==> config.mk <==
export PLATFORM = sky130hd
export DESIGN_NAME = step_sequencer
export DESIGN_NICKNAME = d
export VERILOG_FILES = /design/src/rtl/step_seq_pkg.sv /design/src/rtl/step_sequencer_debounce_bit.sv /design/src/rtl/step_sequencer.sv
export SDC_FILE = /design/constraint.sdc
export NUM_CORES = 1
export LEC_CHECK = 0
export CAP_MARGIN = 20
export CORE_AREA = 2 2 72 74
export DETAILED_ROUTE_END_ITERATION = 6
export DIE_AREA = 0 0 74 76
export SYNTH_ARGS = -nofsm -noshare
export SYNTH_HDL_FRONTEND = slang
export SYNTH_HIERARCHICAL = 1
export SYNTH_SLANG_ARGS = --single-unit
==> constraint.sdc <==
create_clock -name clk -period 2.35 [get_ports clk]
set_input_delay 0.47 -clock clk [delete_from_list [all_inputs] [get_ports clk]]
set_output_delay 0.47 -clock clk [all_outputs]
set_load 0.02 [all_outputs]
==> src/rtl/step_seq_pkg.sv <==
// step_seq_pkg: shared FSM state encoding and step counter width for the step sequencer
package step_seq_pkg;

    typedef enum logic [1:0] {S_IDLE, S_LATCH, S_FIRE, S_HOLD} step_state_t;

    localparam int STEP_CNT_W = 8;

endpackage

==> src/rtl/step_sequencer_debounce_bit.sv <==
// debounce_bit: two-flop synchroniser followed by a stable-count debouncer for one raw input bit
module debounce_bit #(
    parameter int DEBOUNCE_CYCLES = 4
) (
    input  logic clk,
    input  logic reset,
    input  logic raw,
    output logic deb
);

    localparam int CW = DEBOUNCE_CYCLES > 1 ? $clog2(DEBOUNCE_CYCLES) : 1;
    localparam logic [CW-1:0] LAST = CW'(DEBOUNCE_CYCLES - 1);

    logic meta;
    logic sync;
    logic [CW-1:0] cnt;

    // synchronise, then only follow the synchronised value once it has disagreed for DEBOUNCE_CYCLES cycles in a row
    always_ff @(posedge clk) begin
        if (reset) begin
            meta <= 1'b0;
            sync <= 1'b0;
            deb  <= 1'b0;
            cnt  <= '0;
        end else begin
            meta <= raw;
            sync <= meta;
            if (sync == deb) begin
                cnt <= '0;
            end else if (cnt == LAST) begin
                deb <= sync;
                cnt <= '0;
            end else begin
                cnt <= cnt + 1'b1;
            end
        end
    end

endmodule

==> src/rtl/step_sequencer.sv <==
// step_sequencer: debounced manual/auto step strobe generator with frozen switch vector for the FSM cores.
// Optional STEP_LIMIT_EN adds step_limit/limit_hit to stop stepping after a programmable number of steps.
module step_sequencer
    import step_seq_pkg::*;
#(
    parameter int SW_W            = 2,
    parameter int DEBOUNCE_CYCLES = 4,
    parameter int AUTO_PERIOD     = 16
) (
    input  logic                  clk,
    input  logic                  reset,
    input  logic                  btn_step,
    input  logic [SW_W-1:0]       sw_raw,
    input  logic                  mode_auto,
`ifdef STEP_LIMIT_EN
    input  logic [STEP_CNT_W-1:0] step_limit,
    output logic                  limit_hit,
`endif
    output logic [SW_W-1:0]       sw_out,
    output logic                  step_pulse,
    output logic [STEP_CNT_W-1:0] step_count,
    output logic                  busy
);

    localparam int TW = AUTO_PERIOD > 1 ? $clog2(AUTO_PERIOD) : 1;
    localparam int WW = $clog2(DEBOUNCE_CYCLES + 3);
    localparam logic [TW-1:0] T_LAST = TW'(AUTO_PERIOD - 1);
    localparam logic [WW-1:0] W_DONE = WW'(DEBOUNCE_CYCLES + 2);

    step_state_t state, next;
    logic [SW_W:0]   raw_all, deb_all;
    logic [SW_W-1:0] sw_deb;
    logic            btn_deb;
    logic [1:0]      mode_s;
    logic            auto_m;
    logic [TW-1:0]   timer;
    logic            expire;
    logic [WW-1:0]   warm;
    logic            warm_done;
    logic            stop;

    assign raw_all = {btn_step, sw_raw};
    assign sw_deb  = deb_all[SW_W-1:0];
    assign btn_deb = deb_all[SW_W];
    assign auto_m  = mode_s[1];

    genvar i;
    generate
        for (i = 0; i <= SW_W; i++) begin : g_db
            debounce_bit #(.DEBOUNCE_CYCLES(DEBOUNCE_CYCLES)) u_db (
                .clk  (clk),
                .reset(reset),
                .raw  (raw_all[i]),
                .deb  (deb_all[i])
            );
        end
    endgenerate

`ifdef STEP_LIMIT_EN
    logic limit_q;
    assign limit_hit = limit_q | (step_limit != '0 && step_count == step_limit);
    assign stop      = limit_hit;

    // once the limit is reached it stays hit until reset, even if step_limit later changes
    always_ff @(posedge clk) begin
        limit_q <= reset ? 1'b0 : limit_hit;
    end
`else
    assign stop = 1'b0;
`endif

    assign expire     = auto_m && state == S_IDLE && timer == T_LAST;
    assign warm_done  = warm == W_DONE;
    assign busy       = state == S_LATCH || state == S_FIRE;
    assign step_pulse = state == S_FIRE;

    // mode select is a level, so a plain two-flop synchroniser is enough
    always_ff @(posedge clk) begin
        mode_s <= reset ? 2'b00 : {mode_s[0], mode_auto};
    end

    // after reset the debouncer reads 0 until it has observed the button, so S_HOLD waits long enough for a held button to show up
    always_ff @(posedge clk) begin
        warm <= reset ? '0 : warm_done ? warm : warm + 1'b1;
    end

    // auto timer keeps running through LATCH/FIRE so that consecutive strobes are exactly AUTO_PERIOD apart
    always_ff @(posedge clk) begin
        timer <= (reset || !auto_m || expire) ? '0 : state == S_HOLD ? timer : timer + 1'b1;
    end

    // next-state logic: triggers only in S_IDLE, manual steps wait in S_HOLD for the button to be released
    always_comb begin
        next = state;
        case (state)
            S_IDLE:  next = (!stop && (auto_m ? expire : btn_deb)) ? S_LATCH : S_IDLE;
            S_LATCH: next = S_FIRE;
            S_FIRE:  next = auto_m ? S_IDLE : S_HOLD;
            default: next = (!btn_deb && warm_done) ? S_IDLE : S_HOLD;
        endcase
    end

    // state, frozen switches and step count; sw_out loads on entry to S_LATCH so it leads the strobe by a cycle
    always_ff @(posedge clk) begin
        if (reset) begin
            state      <= S_HOLD;
            sw_out     <= '0;
            step_count <= '0;
        end else begin
            state <= next;
            if (state == S_IDLE && next == S_LATCH) sw_out <= sw_deb;
            if (state == S_FIRE) step_count <= step_count + 1'b1;
        end
    end

endmodule
==> qor.yml <==
cells_and_area:
  final_nets: 179
  area_growth_syn_to_layout_pct: 25.1
  drive_gt1_share_pct: 9.26
  fin_area_um2: 1820
  finalNonFillerCells: 232
  diodes: 0
  fillCellCount: 508
  final_util_pct: 37.1
detailed_routing:
  m1WireLength_um: 1230
  met3_length_um: 101
  post_drt_wl_per_cell_um: 9.94
  top_layer: "met4"
  postRouteAntennaNets: 0
  drt_wl_total_um: 2310
  drtIter0Drc: 25
  drt-vias-per-instance: 4.25
  drcViolationCount: 0
  firstDrtPassIters: 4
  vias: 987
  met2WireLength_um: 925
worst_hold_path:
  hold_class: "flip-flop to flip-flop"
clock_network:
  cts_root_buf: "clkbuf_8"
  cts_setup_buffers: 0
  ctsHoldBuffers: 0
  clockBufferDepth: 2
  htreeDepth: 2
  clock_latency_ps: 290
  clkTransAtPathRegs_ps: 70
  clkSinkCount: 36
  cts_resized: 0
  cts_buffers: 5
  cts_tree: "built"
grt:
  grt_pass1_vias: 957
  grt_pass1_wl_um: 4120
  overflow: 0
  antenna_found_initial: 0
  grt_max_degree: 17
  grt_usage_pct: 9.48
worst_setup_path:
  path_max_fanout: 9
  worstSetupEndpointType: "output port"
  path_cells: "inv_1, ha_1, clkdlybuf4s50_1"
  crit_type: "flip-flop to output port"
  crit_required_ps: 1880
  cp_slowest_cell: "clkdlybuf4s50_1"
  setup.worst_path.start_class: "flip-flop"
  cp_slowest_stage_delay_ps: 680
  critPathArrivalTime_ps: 1780
logic_synthesis:
  syn-mean-instance-area_um2: 10.6
  synth_xor_area_share_pct: 7.22
  netlist_instances: 138
  synth_adder_area_share_pct: 10.3
  synth_compound_area_share_pct: 4.12
  synth.mux.area_fraction_pct: 4.81
  synth-simple-area-share_pct: 21.7
  syn_area_um2: 1460
  yosys.area.top_type: "dfxtp_1"
  syn_nets: 156
  yosysUniqueCellTypes: 26
  synth_top_area_share_pct: 49.5
  yosysWarningCount: 6
  yosysSeqAreaShare_pct: 49.5
  ys_ff_latch: 36
  synth.area.top_cells: "dfxtp_1 (49%), ha_1 (10%), mux2i_1 (4.8%)"
  synth_top_family_by_area: "simple AND/OR/NAND/NOR gates"
timing:
  rsz0062_at_grt: "false"
  fin_skew_ps: 10.7
  fin_ws_ps: 95.6
  period_share_pct: 95.9
  tightestPinTransition_ps: 451
  drv_slew: 0
  setup_viol: 0
  fmax_ghz: 0.444
  fin_tns_setup_ps: 0
  whs_ps: 434
  min_period_ps: 2250
  hold_viol: 0
  relSlewSlack_pct: 69.9
floorplanning:
  num_rows: 26
  io_pins: 18
  dieArea_um2: 5620
  core_um2: 4910
  initial_utilization_pct: 29.6
  die_y_um: 76
  fp.dieW_um: 74
run:
  drv_cap: 0
power:
  finalPower_mw: 1.36
  ir_worst_vdd_mv: 0.301
  leakage_nw: 0.695
  power.density_nw_per_um2: 747
place:
  portBuffers: 17
  hpwl_um: 1590
  place_ws_ps: 415
  place_area_um2: 1710
  post-place-cells: 224
  gp_congestion: 0.709
outcome:
  status: "completed"
==> layout by cell type (no fill, tap or decap), types with 2 or more instances in the layout <==
cell and count:
clkbuf_8 5, buf_4 2, a211oi_1 3, clkdlybuf4s50_1 17, xor2_1 6, dfxtp_1 36, a21oi_1 3, xnor2_1 6
nand2_1 5, nor4b_2 3, nand2b_1 4, nor2_1 18, or3_1 3, o21ai_0 3, nor4_1 3, ha_1 12
nand4_1 3, mux2i_1 7, inv_1 4, nor2b_1 9
==> flip-flops by register name, indices dropped and copies added (netlist names) <==
signal,cells
sw_out,2
state,2
timer,4
g_db.u_db/meta,3
step_count,8
warm,3
mode_s,2
g_db.u_db/deb,3
g_db.u_db/sync,3
g_db.u_db/cnt,6
==> cell usage after synthesis <==
cell / count
and3_1: 1
ha_1: 12
a211oi_1: 3
nand2b_1: 4
nor4b_2: 3
o21a_1: 1
xnor2_1: 6
nand4_1: 3
or3_1: 3
mux2i_1: 7
nand4_2: 1
nor3_1: 1
nor4_1: 3
o21ai_0: 3
nand3b_1: 1
and3_2: 1
xor2_1: 6
dfxtp_1: 36
a21oi_1: 3
nor2_1: 18
inv_1: 4
nor2b_1: 9
nand2_1: 5
clkbuf_1: 2
buf_6: 1
nand4b_1: 1
==> report_power, final <==
| group | leakage (nW) | switching, mW | total, mW | internal, mW |
|---|---|---|---|---|
| clock | 0.0541 | 0.221 | 0.535 | 0.314 |
| combinational | 0.348 | 0.0872 | 0.171 | 0.0835 |
| sequential | 0.293 | 0.0210 | 0.656 | 0.635 |
| total | 0.695 | 0.329 | 1.36 | 1.03 |
==> routing by layer <==
layer,up-vias,GRT usage (%)
li1,513,-
met1,443,12.0
met2,25,13.8
met3,6,3.17
met4,0,5.45
met5,-,0
==> worst paths after layout <==
path	from	endpoint	slack, ps	cells after the start
max	state[0]	step_pulse	100	3
min	g_db[1].u_db/cnt[0]	g_db[1].u_db/cnt[0]	430	1
max reg2reg	state[0]	sw_out[0]	690	6
min reg2reg	g_db[1].u_db/cnt[0]	g_db[1].u_db/cnt[0]	430	1
==> cell families after synthesis <==
group / Yosys count
AND/OR/NAND/NOR: 54
flip-flops: 36
XOR/XNOR: 12
adder cells (fa/ha/maj): 12
AO/OA/AOI/OAI: 10
buffers and inverters: 7
multiplexers: 7
==> critical path, delay by kind of cell (launching register included) <==
family                     cells  cell delay, ps
adders and majority gates      1             400
buffers and inverters          2             760
DFF                            1             340
==> final cells by class <==
cell class / instances / area, um^2 / share of cell area [%]
timing repair buffer: 19 / 185 / 10.2
tap: 70 / 87.6 / 4.81
inverter: 4 / 15.0 / 0.824
clock inverter: 3 / 42.5 / 2.34
sequential: 36 / 721 / 39.6
multi-input combinational: 95 / 702 / 38.5
clock buffer: 5 / 68.8 / 3.78
Power figures use the tool's default switching activity.
